--- config.mk ---
export PLATFORM = sky130hd
export DESIGN_NAME = conv_encoder_flat
export DESIGN_NICKNAME = d
export VERILOG_FILES = /design/src/rtl/viterbi_pkg.sv /design/src/rtl/conv_encoder_if.sv /design/src/rtl/conv_enc_sym.sv /design/src/rtl/conv_encoder.sv /design/src/flat_wrapper.sv
export SDC_FILE = /design/constraint.sdc
export NUM_CORES = 1
export LEC_CHECK = 0
export ABC_AREA = 1
export CAP_MARGIN = 20
export CORE_ASPECT_RATIO = 2
export CORE_MARGIN = 1.5
export CORE_UTILIZATION = 51
export DETAILED_ROUTE_END_ITERATION = 7
export PLACE_DENSITY = 0.83
export SYNTH_ARGS = -nofsm -noshare
export SYNTH_HDL_FRONTEND = slang
export SYNTH_HIERARCHICAL = 1
export SYNTH_SLANG_ARGS = --single-unit
--- constraint.sdc ---
create_clock -name clk -period 1.7 [get_ports clk]
set_input_delay 0.425 -clock clk [delete_from_list [all_inputs] [get_ports clk]]
set_output_delay 0.425 -clock clk [all_outputs]
set_load 0.005 [all_outputs]
--- src/rtl/viterbi_pkg.sv ---
// Shared types and constants for the convolutional encoder and the Viterbi decoder.
// Optional feature macro: CONV_ENC_TAIL_EN (adds the two tail-termination states).
package viterbi_pkg;

    localparam int unsigned K = 3;

    // Generator taps: bit2 = current input, bit1 = sr[1], bit0 = sr[0]
    localparam logic [K-1:0] G0_DEFAULT = 3'b111;
    localparam logic [K-1:0] G1_DEFAULT = 3'b101;

    typedef logic [1:0] sym_t;

    typedef enum logic [1:0] {
        S_DATA  = 2'd0
`ifdef CONV_ENC_TAIL_EN
        ,
        S_TAIL0 = 2'd1,
        S_TAIL1 = 2'd2
`endif
    } enc_state_t;

endpackage

--- src/rtl/conv_encoder_if.sv ---
// Framed bit-in / symbol-out stream bundle for conv_encoder.
// master = stream source and sink (bench / neighbours), slave = the encoder.
interface conv_encoder_if;
    import viterbi_pkg::*;

    logic in_valid;
    logic in_ready;
    logic in_bit;
    logic in_last;
    logic out_valid;
    logic out_ready;
    sym_t out_sym;
    logic out_last;

    modport master (
        output in_valid, in_bit, in_last, out_ready,
        input  in_ready, out_valid, out_sym, out_last
    );

    modport slave (
        input  in_valid, in_bit, in_last, out_ready,
        output in_ready, out_valid, out_sym, out_last
    );

endinterface

--- src/rtl/conv_enc_sym.sv ---
// Combinational code-symbol generator: (u, sr) -> {c0, c1}.
// Shared with the decoder's branch-metric unit for expected-symbol generation.
module conv_enc_sym
    import viterbi_pkg::*;
#(
    parameter logic [K-1:0] G0 = G0_DEFAULT,
    parameter logic [K-1:0] G1 = G1_DEFAULT
) (
    input  logic         u,
    input  logic [K-2:0] sr,
    output sym_t         sym
);

    logic [K-1:0] taps;

    // Parity of the tapped {u, sr} window for each generator
    always_comb begin
        taps = {u, sr};
        sym  = {^(G0 & taps), ^(G1 & taps)};
    end

endmodule

--- src/rtl/conv_encoder.sv ---
// Rate-1/2, K=3 convolutional encoder with a single-entry output register.
// Optional feature macro: CONV_ENC_TAIL_EN -- when defined each frame is followed
// by two zero tail bits (N+2 symbols); otherwise out_last rides on the last data
// symbol and sr is cleared on the in_last handshake (N symbols).
module conv_encoder
    import viterbi_pkg::*;
#(
    parameter logic [K-1:0] G0    = G0_DEFAULT,
    parameter logic [K-1:0] G1    = G1_DEFAULT,
    parameter int unsigned  CNT_W = 16
) (
    input  logic             clk,
    input  logic             rst_n,
    conv_encoder_if.slave    bus,
    output logic [CNT_W-1:0] frame_syms,
    output logic             busy
);

    enc_state_t   state;
    logic [K-2:0] sr;
    logic         valid_reg;
    logic         last_reg;
    sym_t         sym_reg;

    logic         load_ok;
    logic         in_fire;
    logic         out_fire;
    logic         enc_u;
    sym_t         enc_out;

    assign bus.in_ready  = (state == S_DATA) && load_ok;
    assign bus.out_valid = valid_reg;
    assign bus.out_sym   = sym_reg;
    assign bus.out_last  = last_reg;

    // Handshake qualifiers and the bit fed to the encoder (zero during the tail)
    always_comb begin
        load_ok  = !valid_reg || bus.out_ready;
        in_fire  = bus.in_valid && (state == S_DATA) && load_ok;
        out_fire = valid_reg && bus.out_ready;
        enc_u    = (state == S_DATA) ? bus.in_bit : 1'b0;
        busy     = (state != S_DATA) || valid_reg;
    end

    conv_enc_sym #(
        .G0 (G0),
        .G1 (G1)
    ) u_sym (
        .u   (enc_u),
        .sr  (sr),
        .sym (enc_out)
    );

    // Framing FSM, shift register and the registered output symbol
    always_ff @(posedge clk or negedge rst_n) begin
        if (!rst_n) begin
            state     <= S_DATA;
            sr        <= '0;
            valid_reg <= 1'b0;
            sym_reg   <= '0;
            last_reg  <= 1'b0;
        end else begin
            // A new load below overrides this drop of the accepted symbol
            if (out_fire) begin
                valid_reg <= 1'b0;
            end
            case (state)
                S_DATA: begin
                    if (in_fire) begin
                        valid_reg <= 1'b1;
                        sym_reg   <= enc_out;
`ifdef CONV_ENC_TAIL_EN
                        last_reg  <= 1'b0;
                        sr        <= {enc_u, sr[1]};
                        if (bus.in_last) begin
                            state <= S_TAIL0;
                        end
`else
                        last_reg  <= bus.in_last;
                        sr        <= bus.in_last ? '0 : {enc_u, sr[1]};
`endif
                    end
                end
`ifdef CONV_ENC_TAIL_EN
                S_TAIL0: begin
                    if (load_ok) begin
                        valid_reg <= 1'b1;
                        sym_reg   <= enc_out;
                        last_reg  <= 1'b0;
                        sr        <= {1'b0, sr[1]};
                        state     <= S_TAIL1;
                    end
                end
                S_TAIL1: begin
                    if (load_ok) begin
                        valid_reg <= 1'b1;
                        sym_reg   <= enc_out;
                        last_reg  <= 1'b1;
                        sr        <= {1'b0, sr[1]};
                        state     <= S_DATA;
                    end
                end
`endif
                default: begin
                    state <= S_DATA;
                end
            endcase
        end
    end

    // Per-frame symbol counter: saturating, cleared by the out_last handshake
    always_ff @(posedge clk or negedge rst_n) begin
        if (!rst_n) begin
            frame_syms <= '0;
        end else if (out_fire) begin
            if (last_reg) begin
                frame_syms <= '0;
            end else if (frame_syms != '1) begin
                frame_syms <= frame_syms + 1'b1;
            end
        end
    end

endmodule

--- src/flat_wrapper.sv ---
// flat-port wrapper written by rule: the top's interface ports become plain ports
module conv_encoder_flat import viterbi_pkg::*;
#(
    parameter logic [K-1:0] G0    = G0_DEFAULT,
    parameter logic [K-1:0] G1    = G1_DEFAULT,
    parameter int unsigned  CNT_W = 16
)
  (clk, rst_n, frame_syms, busy, bus_in_valid, bus_in_bit, bus_in_last, bus_out_ready, bus_in_ready, bus_out_valid, bus_out_sym, bus_out_last);
  conv_encoder_if bus_i ();
  input  logic clk;
  input  logic rst_n;
  output logic [CNT_W-1:0] frame_syms;
  output logic busy;
  input wire logic [$bits(bus_i.in_valid)-1:0] bus_in_valid;
  input wire logic [$bits(bus_i.in_bit)-1:0] bus_in_bit;
  input wire logic [$bits(bus_i.in_last)-1:0] bus_in_last;
  input wire logic [$bits(bus_i.out_ready)-1:0] bus_out_ready;
  output wire logic [$bits(bus_i.in_ready)-1:0] bus_in_ready;
  output wire logic [$bits(bus_i.out_valid)-1:0] bus_out_valid;
  output wire logic [$bits(bus_i.out_sym)-1:0] bus_out_sym;
  output wire logic [$bits(bus_i.out_last)-1:0] bus_out_last;
  assign bus_i.in_valid = bus_in_valid;
  assign bus_i.in_bit = bus_in_bit;
  assign bus_i.in_last = bus_in_last;
  assign bus_i.out_ready = bus_out_ready;
  assign bus_in_ready = bus_i.in_ready;
  assign bus_out_valid = bus_i.out_valid;
  assign bus_out_sym = bus_i.out_sym;
  assign bus_out_last = bus_i.out_last;
  conv_encoder #(.G0(G0), .G1(G1), .CNT_W(CNT_W)) u_core (.clk(clk), .rst_n(rst_n), .bus(bus_i), .frame_syms(frame_syms), .busy(busy));
endmodule
* Word-level counts from Yosys, hierarchy flattened
Cells that the tools add are included.
** Word-level totals
- Flip-flop bits (word level) :: 22
- Bits of input ports :: 6
- Output and inout port bits :: 22
- Word-level logic and storage cells :: 21
** Operators by class
- Add/subtract/negate cells :: 1
- Eq/ne operators :: 1
- Multiplexer cells :: 5
- Reductions and logical operators :: 9
** Operators with widths (count)
- 16-bit two-way mux :: 2
- 16-bit by 1-bit adder with 16-bit output (second input constant) :: 1
- 16-bit inequality test (second input constant) :: 1
- 3-bit parity :: 2
- 2-bit nonzero test :: 2
- 1-bit logical AND :: 2
- 1-bit two-way mux :: 2
- 2-bit two-way mux :: 1
- 2-bit AND reduction :: 1
- 1-bit zero test :: 1
- 1-bit logical OR :: 1

* Logic depth before layout (Yosys ltp)
- Depth after elaboration :: 4
- Gate-level depth with buffers :: 10

* Modules after synthesis
The synthesis kept the hierarchy.
** By module, submodules not included
- conv_encoder :: times used 1, cells each 180, area an instance 1335.0 µm², seq. area each 550.5 µm²
- conv_enc_sym :: times used 1, cells each 11, area an instance 43.8 µm², seq. area each 0.0 µm²

* Least setup slack after synthesis
Ideal clock, no wire load.
- Path kind :: reg-to-reg
- From :: register u_core.frame_syms[0]
- To :: register u_core.frame_syms[12]
- Setup time :: 75 ps
- Arrival :: 1393 ps
- Required time :: 1625 ps
- Path slack :: 231 ps
- Cell stages (with the launch flop) :: 9
- Buffers on the path :: 1
- Path through :: dfrtp_1 ha_1 nand2_2 nor2_4 nand3_2 o21bai_4 buf_6 nand2_1 o21ai_2
** On the way
- Word-level cells in the longest chain between the ends :: 3
** Ends and longest elaborated chain
- from (decl) :: RTL line conv_encoder.sv:15 : output logic [CNT_W-1:0] frame_syms,
- from (signal assigned) :: RTL line conv_encoder.sv:119 : frame_syms <= frame_syms + 1'b1;
- 16-bit by 1-bit adder with 16-bit output or 16-bit inequality test (tied branches) :: RTL line conv_encoder.sv:119, conv_encoder.sv:118
- 16-bit two-way mux or 2-bit nonzero test (tied branches)
- 16-bit two-way mux or 2-bit AND reduction (tied branches)
Several ways; a longest one is shown, not always the timed one. The select of a mux whose other input is x is not followed.
A chain may end at the register's enable or synchronous reset.

* Final worst setup path
- From :: register u_core.frame_syms[13]
- To :: output port frame_syms[13]
** RTL lines
- to (decl) :: RTL line flat_wrapper.sv:12 : output logic [CNT_W-1:0] frame_syms;
No word-level cell between the ends.

==> run summary <==
FLOW RUN
--------------------------------------------------------------------------------
Max-cap check violation count                                                  0

POWER AND IR DROP
--------------------------------------------------------------------------------
Switching Share                                                           27.65%
Clock network fraction of design power                                     31.9%
Static Leak                                                            0.9826 nW
Worst VDD drop                                                       0.0007353 V
Net load switching power                                                341.9 uW
Power per standard cell area                                        642.4 nW/um2
Power after layout                                                      1.236 mW
Int Pwr                                                                 894.4 uW
Sequential cell fraction of total power                                    47.0%
Comb power frac                                                            21.1%

ROUTE
--------------------------------------------------------------------------------
DRC violation total after the first TritonRoute iteration                     48
Via density per instance                                                   5.422
Iteration count of the initial detailed-routing pass                           5
Number of vias in the routed layout                                        1,453
Post-route ant nets                                                            0
Wire length per cell                                                    13.51 um
Routed wire length                                                      3.620 mm
Post-route DRC violation count                                                 0

STA
--------------------------------------------------------------------------------
Number of max-slew violations in the final report                              0
Final Cycle Share                                                         97.64%
Fin Clk Skew                                                         0.002076 ns
Final worst slack                                                     0.04004 ns
Final setup violation count                                                    0
Final critical path time including I/O delays and setup                 1.660 ns
Max-Slew Margin vs Limit                                                  73.57%
Unrepaired setup endpoints after global routing                              yes
Highest clock frequency the design can meet                            602.4 MHz
Final Hold Viols                                                               0
Slew at the pin closest to its max-slew limit                          0.3955 ns

LOGIC SYNTHESIS
--------------------------------------------------------------------------------
Count of warnings emitted by yosys                                             6
Synth unique cells                                                            21
Synthesized instance count                                                   191
Average cell area after synthesis                                      7.219 um2
Post-Synthesis Net Count                                                     198
Yosys reg bits                                                                22
Sequential-to-total area share from yosys stat                            39.93%
Summed instance area of the synthesized netlist                         1379 um2

CLOCK TREE
--------------------------------------------------------------------------------
CTS Buf Count                                                                  3
CTS sink cnt                                                                  22
Clock tree root driver cell                                             clkbuf_8
Clock-pin slew on the worst setup and hold paths                         0.09 ns
Clock buffer depth                                                             2
Worst-Skew Late Latency                                                  0.27 ns
TritonCTS clock tree                                                       built
H-tree level count                                                             1

WORST SETUP PATH
--------------------------------------------------------------------------------
Critical Path AT                                                         1.23 ns
Worst reg2reg path depth                                                       7
Worst path slowest cell                                             clkdlybuf4s50_1
Setup CP Type                                                       flip-flop to primary output
Worst path cell trace                                               clkdlybuf4s50_1
Worst Path Required                                                      1.27 ns
Buffers plus inverters on the worst setup path                                 1
Category of the worst setup path launch point                          flip-flop
Number of logic stages on the critical path including buffering                1
Max Fanout on Critical Path                                                    5
Cell type group with the largest total delay on the critical path   buffers and inverters
Element type at the critical path end                               primary output
Stage delay of the slowest cell on the critical path                     0.54 ns

DIE
--------------------------------------------------------------------------------
Overall die width                                                       39.77 um
Die height                                                              76.53 um
Die Footprint                                                           3043 um2
Effective utilization at floorplan                                        53.65%
CORE AREA                                                               2570 um2
Number of rows in the core area                                               26
Top-level I/O count                                                           28

CELLS AND AREA
--------------------------------------------------------------------------------
Fill count                                                                   187
Final standard cell area without fillers                                1924 um2
ANT cells                                                                      0
Post-layout utilization of the core                                       74.88%
Number of nets in the finished design                                        248
Area of the multi-input gates                                          744.5 um2
Fraction of layout cells with a size suffix above 1                       22.50%
FF+latch area                                                          556.8 um2
Layout area overhead                                                      39.56%

GLOBAL ROUTE
--------------------------------------------------------------------------------
First-pass GRT wire length                                              5.837 mm
Total gr overflow                                                              0
Maximum number of pins on one net before global-route repair                  23
All-layer global routing usage                                            26.76%
Vias in the first global route                                             1,446
Initial antenna violation count                                                0

WORST HOLD PATH
--------------------------------------------------------------------------------
Worst min-delay path class                                          primary input to async pin

PLACE
--------------------------------------------------------------------------------
Gp weighted congestion                                                    0.8056
Final HPWL from detailed placement                                      2.477 mm
Number of input and output port buffers inserted                              27
Setup slack at placement                                              -0.2256 ns
Placed cell area                                                        1802 um2

OUTCOME
--------------------------------------------------------------------------------
Run status                                                          complete, no violations

metrics by stage:
| stage | std cells | hold WS, ns | setup TNS (ns) |
|---|---|---|---|
| finish | 268 | 0.4903 | 0 |
| detailed placement | 261 | 0.4811 | -0.3097 |
| global route | 268 | 0.5181 | -0.002139 |
| global placement | 261 | 0.4649 | -0.2241 |
| floorplan | 191 | 0.1294 | 0 |
| CTS | 266 | 0.5014 | 0 |
power groups by stage:
stage	clock network, mW	registers [mW]	logic [mW]
5_1_grt	0.417	0.586	0.285
6_report	0.395	0.581	0.261
4_1_cts	0.388	0.580	0.257
3_5_place_dp	0	0.591	0.251
2_1_floorplan	0	0.597	0.103
3_3_place_gp	0	0.589	0.246
per-layer routing:
metal | GRT usage [%] | vias to the layer above | wire length [um]
met5 | 0 | - | 0
met4 | 14.83 | 0 | 148
met3 | 2.624 | 19 | 131
met2 | 46.07 | 53 | 2046
met1 | 28.93 | 676 | 1293
li1 | - | 705 | -
synthesized netlist by cell type:
cell | instances | area (um2)
a21oi_1 | 1 | 5.000
buf_4 | 1 | 7.510
buf_6 | 2 | 22.52
clkinv_1 | 1 | 3.750
dfrtp_1 | 22 | 550.5
ha_1 | 1 | 12.51
inv_1 | 21 | 78.83
nand2_1 | 81 | 304.0
nand2_2 | 3 | 18.77
nand3_1 | 14 | 70.07
nand3_2 | 2 | 20.02
nand3b_1 | 1 | 7.510
nand4_1 | 6 | 37.54
nor2_1 | 11 | 41.29
nor2_4 | 3 | 33.78
o21ai_0 | 6 | 30.03
o21ai_2 | 10 | 87.58
o21bai_1 | 1 | 7.510
o21bai_4 | 1 | 18.77
or2_2 | 2 | 12.51
xor2_1 | 1 | 8.760
sequential cells by signal, summed over array words and instances, names as in the netlist:
signal	flops
u_core/bus.out_last	1
u_core/frame_syms	16
u_core/bus.out_sym	2
u_core/sr	2
u_core/bus.out_valid	1
layout by cell type, fill, tap and decap left out:
master | synthesis | layout
a21oi_1 | 1 | 1
dfrtp_2 | 0 | 5
ha_1 | 1 | 1
o21bai_4 | 1 | 2
buf_6 | 2 | 2
inv_1 | 21 | 20
o21bai_1 | 1 | 1
o21ai_0 | 6 | 6
buf_4 | 1 | 17
nand2_1 | 81 | 80
nor2_4 | 3 | 3
xor2_1 | 1 | 1
clkdlybuf4s50_1 | 0 | 20
nand3_2 | 2 | 1
nand3b_1 | 1 | 1
clkbuf_8 | 0 | 4
dfrtp_1 | 22 | 17
nand2_2 | 3 | 4
nand3_4 | 0 | 1
o21ai_2 | 10 | 10
nand4_1 | 6 | 6
clkinv_1 | 1 | 1
buf_12 | 0 | 1
inv_2 | 0 | 1
dlymetal6s2s_1 | 0 | 6
nand3_1 | 14 | 14
or2_2 | 2 | 2
nor2_1 | 11 | 11
clkbuf_2 | 0 | 1
kinds of logic (layout without fill, tap and decap cells):
logic type / Yosys count / count (layout) / share of synthesized area [%]
buffers and inverters: 25 / 73 / 8.167
AOI/OAI and AO/OA: 19 / 20 / 10.80
and+or+nand+nor: 123 / 123 / 39.56
xor gates and xnor gates: 1 / 1 / 0.6353
DFF: 22 / 22 / 39.93
adders and majority gates: 1 / 1 / 0.9073
timing repair:
item                                    in CTS  in global routing
setup buffers                                0                  2
endpoints found under the setup margin       7                 18
pin swaps                                    1                  2
gates resized for setup                      3                 17
cloned                                       1                  0
hold buffers                                 0                  0
path summary, 6_finish.rpt:
| kind | startpoint | to | slack (ns) |
|---|---|---|---|
| worst min-delay path | rst_n | u_core/frame_syms[9] | 0.49 |
| worst max-delay path | u_core/frame_syms[13] | frame_syms[13] | 0.04 |
| min in group clk | u_core/bus.out_sym[1] | u_core/bus.out_sym[1] | 0.50 |
| max in group asynchronous | rst_n | u_core/frame_syms[8] | 0.97 |
| worst min register to register | u_core/bus.out_sym[1] | u_core/bus.out_sym[1] | 0.50 |
| worst max register to register | u_core/frame_syms[1] | u_core/frame_syms[7] | 0.10 |
cell type report:
type                    count  area share [%]
clock buffers               4           2.861
inverters                  22           4.291
multi-input cells         145           38.69
repair buffers             47           23.41
flip-flops and latches     22           28.93
well taps                  28           1.821
Note: power is estimated with default switching activity, not from simulation.
